## config.mk

```make
export PLATFORM = sky130hd
export DESIGN_NAME = uart_rx_ovs
export DESIGN_NICKNAME = d
export VERILOG_FILES = /design/src/rtl/uart_pkg.sv /design/src/rtl/uart_baud_tick.sv /design/src/rtl/uart_rx_ovs.sv
export SDC_FILE = /design/constraint.sdc
export NUM_CORES = 1
export LEC_CHECK = 0
export CAP_MARGIN = 20
export CORE_MARGIN = 3
export CORE_UTILIZATION = 40
export CTS_CLUSTER_SIZE = 24
export DETAILED_ROUTE_END_ITERATION = 8
export PLACE_DENSITY = 0.59
export SYNTH_ARGS = -nofsm -noshare
export SYNTH_HDL_FRONTEND = slang
export SYNTH_SLANG_ARGS = --single-unit
```

## constraint.sdc

```tcl
create_clock -name clk -period 2 [get_ports clk]
set_input_delay 0.4 -clock clk [delete_from_list [all_inputs] [get_ports clk]]
set_output_delay 0.4 -clock clk [all_outputs]
set_load 0.02 [all_outputs]
```

## src/rtl/uart_pkg.sv

```systemverilog
// Shared UART definitions: receiver/transmitter state encoding, oversampling
// constants and a 3-sample majority vote helper.
package uart_pkg;

    localparam int OVERSAMPLE = 16;
    localparam int MID_SAMPLE = 8;
    localparam int DATA_BITS  = 8;

    typedef enum logic [2:0] {
        IDLE   = 3'd0,
        START  = 3'd1,
        DATA   = 3'd2,
        PARITY = 3'd3,
        STOP   = 3'd4
    } uart_state_t;

    function automatic logic majority3(input logic a, input logic b, input logic c);
        return (a & b) | (a & c) | (b & c);
    endfunction

endpackage

```

## src/rtl/uart_baud_tick.sv

```systemverilog
// Oversample tick generator: counts 0..DIV-1, ticks at terminal count and
// restarts from 0 when the receiver detects a start edge.
module uart_baud_tick #(
    parameter int unsigned DIV = 27
) (
    input  logic clk,
    input  logic rst_n,
    input  logic restart,
    output logic tick
);

    localparam int W = $clog2(DIV);
    localparam logic [W-1:0] TERM = W'(DIV - 1);

    logic [W-1:0] cnt;

    always_ff @(posedge clk or negedge rst_n) begin
        if (!rst_n) begin
            cnt <= '0;
        end else if (restart || cnt == TERM) begin
            cnt <= '0;
        end else begin
            cnt <= cnt + 1'b1;
        end
    end

    assign tick = (cnt == TERM);

endmodule

```

## src/rtl/uart_rx_ovs.sv

```systemverilog
// 16x oversampling UART receiver, 8N1 by default; defining UART_RX_PARITY_EN
// adds an even-parity bit (8E1) and drives parity_err.
module uart_rx_ovs
    import uart_pkg::*;
#(
    parameter int unsigned OVS_DIV = 27
) (
    input  logic                 clk,
    input  logic                 rst_n,
    input  logic                 rx,
    input  logic                 rx_ready,
    output logic [DATA_BITS-1:0] rx_data,
    output logic                 rx_valid,
    output logic                 frame_err,
    output logic                 overrun,
    output logic                 parity_err,
    output logic                 busy
);

    logic rx_s1, rx_s2, rx_prev;
    logic start_edge;
    logic tick, restart;

    uart_state_t          state;
    logic [3:0]           sample_cnt;
    logic [2:0]           bit_cnt;
    logic [DATA_BITS-1:0] shift;
    logic                 s7, s8;
    logic                 maj, mid_done, bit_end;

    logic                 pend_deliver, pend_fe;
    logic [DATA_BITS-1:0] pend_byte;
`ifdef UART_RX_PARITY_EN
    logic                 parity_bad, pend_pe;
`endif

    // Synchronizer flops idle high so reset release cannot fake a start edge.
    always_ff @(posedge clk or negedge rst_n) begin
        if (!rst_n) begin
            rx_s1   <= 1'b1;
            rx_s2   <= 1'b1;
            rx_prev <= 1'b1;
        end else begin
            rx_s1   <= rx;
            rx_s2   <= rx_s1;
            rx_prev <= rx_s2;
        end
    end

    assign start_edge = rx_prev & ~rx_s2;
    assign restart    = (state == IDLE) && start_edge;

    uart_baud_tick #(.DIV(OVS_DIV)) u_tick (
        .clk     (clk),
        .rst_n   (rst_n),
        .restart (restart),
        .tick    (tick)
    );

    assign maj      = majority3(s7, s8, rx_s2);
    assign mid_done = tick && (sample_cnt == 4'(MID_SAMPLE + 1));
    assign bit_end  = tick && (sample_cnt == 4'(OVERSAMPLE - 1));

    // Decisions are taken on sample 9 once samples 7 and 8 are held.
    always_ff @(posedge clk or negedge rst_n) begin
        if (!rst_n) begin
            state        <= IDLE;
            sample_cnt   <= '0;
            bit_cnt      <= '0;
            shift        <= '0;
            s7           <= 1'b0;
            s8           <= 1'b0;
            busy         <= 1'b0;
            pend_deliver <= 1'b0;
            pend_fe      <= 1'b0;
            pend_byte    <= '0;
`ifdef UART_RX_PARITY_EN
            parity_bad   <= 1'b0;
            pend_pe      <= 1'b0;
`endif
        end else begin
            pend_deliver <= 1'b0;
            pend_fe      <= 1'b0;
`ifdef UART_RX_PARITY_EN
            pend_pe      <= 1'b0;
`endif
            if (tick) begin
                sample_cnt <= sample_cnt + 1'b1;
            end
            if (tick && sample_cnt == 4'(MID_SAMPLE - 1)) begin
                s7 <= rx_s2;
            end
            if (tick && sample_cnt == 4'(MID_SAMPLE)) begin
                s8 <= rx_s2;
            end

            case (state)
                IDLE: begin
                    if (start_edge) begin
                        state      <= START;
                        sample_cnt <= '0;
                        bit_cnt    <= '0;
                        busy       <= 1'b1;
`ifdef UART_RX_PARITY_EN
                        parity_bad <= 1'b0;
`endif
                    end
                end
                START: begin
                    if (tick && sample_cnt == 4'(MID_SAMPLE) && rx_s2) begin
                        state <= IDLE;
                        busy  <= 1'b0;
                    end else if (bit_end) begin
                        state <= DATA;
                    end
                end
                DATA: begin
                    if (mid_done) begin
                        shift <= {maj, shift[DATA_BITS-1:1]};
                    end
                    if (bit_end) begin
                        bit_cnt <= bit_cnt + 1'b1;
                        if (bit_cnt == 3'(DATA_BITS - 1)) begin
`ifdef UART_RX_PARITY_EN
                            state <= PARITY;
`else
                            state <= STOP;
`endif
                        end
                    end
                end
`ifdef UART_RX_PARITY_EN
                PARITY: begin
                    if (mid_done) begin
                        parity_bad <= maj ^ (^shift);
                    end
                    if (bit_end) begin
                        state <= STOP;
                    end
                end
`endif
                STOP: begin
                    // Leave at mid-stop so the next start edge is never missed.
                    if (mid_done) begin
                        pend_fe   <= ~maj;
                        pend_byte <= shift;
`ifdef UART_RX_PARITY_EN
                        pend_deliver <= maj & ~parity_bad;
                        pend_pe      <= parity_bad;
`else
                        pend_deliver <= maj;
`endif
                        state <= IDLE;
                        busy  <= 1'b0;
                    end
                end
                default: begin
                    state <= IDLE;
                    busy  <= 1'b0;
                end
            endcase
        end
    end

    // Output buffer: rx_valid/rx_ready handshake, new byte dropped when blocked.
    always_ff @(posedge clk or negedge rst_n) begin
        if (!rst_n) begin
            rx_data   <= '0;
            rx_valid  <= 1'b0;
            frame_err <= 1'b0;
            overrun   <= 1'b0;
        end else begin
            frame_err <= pend_fe;
            overrun   <= 1'b0;
            if (pend_deliver) begin
                if (rx_valid && !rx_ready) begin
                    overrun <= 1'b1;
                end else begin
                    rx_data  <= pend_byte;
                    rx_valid <= 1'b1;
                end
            end else if (rx_valid && rx_ready) begin
                rx_valid <= 1'b0;
            end
        end
    end

`ifdef UART_RX_PARITY_EN
    always_ff @(posedge clk or negedge rst_n) begin
        if (!rst_n) begin
            parity_err <= 1'b0;
        end else begin
            parity_err <= pend_pe;
        end
    end
`else
    assign parity_err = 1'b0;
`endif

endmodule

```

==> metrics <==
status=completed; CTS tree=yes; Post-Syn Nets=175; crit share post-route=0.9156; hold-fix buffers at CTS=0; CP delay by family, top=simple AND/OR/NAND/NOR gates; CP startpoint kind=register; Antenna diodes=0; Crit path arrival time=2.02 ns; DRC=0; Period minus WS final=1.831 ns; antenna-violating nets left=0; worst setup path class=reg -> reg; CTS clk-pin slew, worst paths=0.09 ns; Initial Util=0.4187; # rows=26; grt ovf=0; Synth Register Bits=50; vias=1302; crit-path cells=inv_1 -> ha_1 -> nand3b_1 -> nor3_4 -> mux2_2; core area=0.005140 mm^2; Reg2Reg Launch Point=sample_cnt[1]$_DFF_PN0_; worst-path maximum fanout=8; Fin. Hold Viols=0; gpl congestion=0.7620; final setup vio count=0; combinational family with the most area after synthesis=multiplexers; Post-Synth Adder-Cell Area=0.04535; WP data required=2.19 ns; Ports=17; post-synthesis compound-gate area fraction=0.05523; number of synthesized flops with an enable pin=0; Synth top area share=0.5465; post-synthesis simple-gate area fraction=0.1314; vias in the first global route=1315; VDD IR-drop max=0.4314 mV; Hold Path Class=in -> async; Syn Inst Count=164; WL/cell=13.66 um; Overall Power=2093 uW; Max stage delay on crit path=0.44 ns; setup TNS=0 ns; most area-consuming cells after synthesis=dfrtp_1 (55%), mux2_2 (12%), ha_1 (4.1%), dfstp_2 (3.7%), o21ai_0 (1.9%); Area Overhead vs Synth=16.51%; Synth warnings=0; Syn Std Cell Area=0.002152 mm^2; HPWL Detailed=2602 um; cell taking the most area after synthesis=dfrtp_1; Crit Reg-Reg Endpoint=shift[0]$_DFFE_PN0P_; clk_lat worst skew=0.30 ns; DIE HEIGHT=79.35 um; GRT Resource Usage Total=0.1295; clock skew=0.008921 ns; largest net degree at the start of global routing=51; worst-case reg-to-reg path depth=5; final net count=200; Synth Flop Type=dfrtp_1; # clock sinks=50; XOR/XNOR share of the synthesized area=0.01221; Num CTS Buffers=5; power per cell area=834.9 mW/mm^2; routed vias/inst=5.008; Syn Area/Cell=13.12 um^2; Fmax achieved=546.1 MHz; leakage=0.001185 uW; mux cell area share after synthesis=0.1448; Initial DRC Count=64; Unique masters post-synth=39; RSZ-0062 raised after global routing=false; R2R setup slack=0.17 ns; ys async rst share=1.000; setup repair bufs after CTS=0; Die W=79.35 um; Max Root-Sink Buffers=2; CTS resizes=0; drt total wl=3551 um; CTS H-tree depth=2; Seq/Total Area, Yosys=0.5831; first-pass GRT wire length=6244 um; root buffer selected by CTS=clkbuf_8; max-cap check violation count=0; CP Capture Type=register; Buf/Inv on CP=1; crit path max-delay cell type=nor3_4; antenna violations before repair=0; fin. max-slew vios=0; Port-buffer cells=15; die area=0.006296 mm^2; fraction of layout cells with a size suffix above 1=0.2579; 1st-pass router iterations=4
-- cell type report --
type,count,area (um^2)
Inverter,9,33.78
Tap cell,70,87.58
Fill cell,495,2633
Sequential cell,50,1255
Timing Repair Buffer,21,202.7
Clock inverter,2,15.01
Multi-Input combinational cell,102,840.8
Clock buffer,6,72.57
-- flip-flops by register name, indices dropped and copies added (netlist names) --
signal,count
pend_deliver,1
frame_err,1
bit_cnt,3
rx_data,8
rx_s2,1
shift,8
sample_cnt,4
pend_fe,1
rx_s1,1
rx_valid,1
s8,1
s7,1
busy,1
u_tick.cnt,5
pend_byte,8
overrun,1
state,3
rx_prev,1
-- metal layers --
| layer | track usage | vias to the layer above | wire length [um] |
|---|---|---|---|
| met5 | 0 | - | 0 |
| met2 | 0.2079 | 18 | 1752 |
| met1 | 0.1651 | 658 | 1606 |
| met4 | 0.04639 | 0 | 58 |
| met3 | 0.03968 | 6 | 133 |
| li1 | - | 620 | - |
-- Yosys cell counts (2+ instances only) --
master	instances
a21oi_1	5
and3_1	2
dfrtp_1	47
dfstp_2	3
ha_1	7
inv_1	9
mux2_1	2
mux2_2	23
mux2i_1	3
nand2_1	7
nand3_1	5
nand4b_1	2
nor2_1	10
nor3_4	2
o211ai_1	2
o21ai_0	8
o31ai_1	2
or3_1	2
or3b_4	2
xor2_1	2
-- where the power goes --
part | total (uW) | internal [uW] | switching, uW
registers | 1190 | 1100 | 92.5
logic | 324 | 151 | 173
clock network | 582 | 247 | 335
-- cell families after synthesis --
group / count (synthesis)
buffers and inverters: 12
AND/OR/NAND/NOR: 42
flip-flops: 50
other: 1
XOR/XNOR: 3
adder cells (fa/ha/maj): 8
multiplexers: 28
AO/OA/AOI/OAI: 20
-- worst reg2reg max path, delay by kind of cell (launching register included) --
| kind | cells | cell delay [ns] |
|---|---|---|
| and+or+nand+nor | 2 | 0.69 |
| DFF | 1 | 0.42 |
| muxes | 1 | 0.39 |
| adders and majority gates | 1 | 0.14 |
| buffers and inverters | 1 | 0.09 |
-- per-stage QoR --
stage	instance area (um^2)	setup slack (ns)	std cells	hold WS [ns]	utilization
2_1_floorplan	2152	0.2892	164	0.1044	-
3_3_place_gp	2405	0.1578	250	0.3340	0.4679
4_1_cts	2492	0.08419	258	0.07252	0.4849
5_1_grt	2507	0.006837	260	0.07952	0.4878
3_5_place_dp	2405	0.08961	250	0.3464	0.4679
6_report	2507	0.1688	260	0.06122	0.4878
-- how the worst max path moves through the flow --
| stage | endpoint | start | cells past startpoint | slack, ns |
|---|---|---|---|---|
| floorplan | pend_byte[0]$_DFFE_PN0P_ | u_tick.cnt[0]$_DFF_PN0_ | 5 | 0.29 |
| CTS | pend_byte[0]$_DFFE_PN0P_ | sample_cnt[1]$_DFF_PN0_ | 5 | 0.08 |
| finish | shift[0]$_DFFE_PN0P_ | sample_cnt[1]$_DFF_PN0_ | 5 | 0.17 |
| detailed placement | pend_byte[2]$_DFFE_PN0P_ | sample_cnt[1]$_DFF_PN0_ | 5 | 0.09 |
| global placement | pend_byte[5]$_DFFE_PN0P_ | sample_cnt[1]$_DFF_PN0_ | 5 | 0.16 |
| global route | shift[0]$_DFFE_PN0P_ | sample_cnt[1]$_DFF_PN0_ | 5 | 0.007 |
-- placed cells by master, fill, tap and decap left out, types with 2 or more instances in the layout --
| cell | count |
|---|---|
| or3b_4 | 2 |
| o21ai_0 | 8 |
| nand3_1 | 5 |
| a21oi_1 | 5 |
| clkinvlp_4 | 2 |
| xor2_1 | 2 |
| or3_1 | 2 |
| mux2_1 | 2 |
| dfrtp_1 | 47 |
| mux2_2 | 23 |
| clkdlybuf4s50_1 | 14 |
| dfstp_2 | 3 |
| inv_1 | 9 |
| mux2i_1 | 3 |
| nor3_4 | 2 |
| buf_4 | 5 |
| clkbuf_8 | 5 |
| nor2_1 | 10 |
| o211ai_1 | 2 |
| o31ai_1 | 2 |
| nand2_1 | 7 |
| and3_1 | 2 |
| nand4b_1 | 2 |
| ha_1 | 7 |
(Power assumes the default switching activity.)
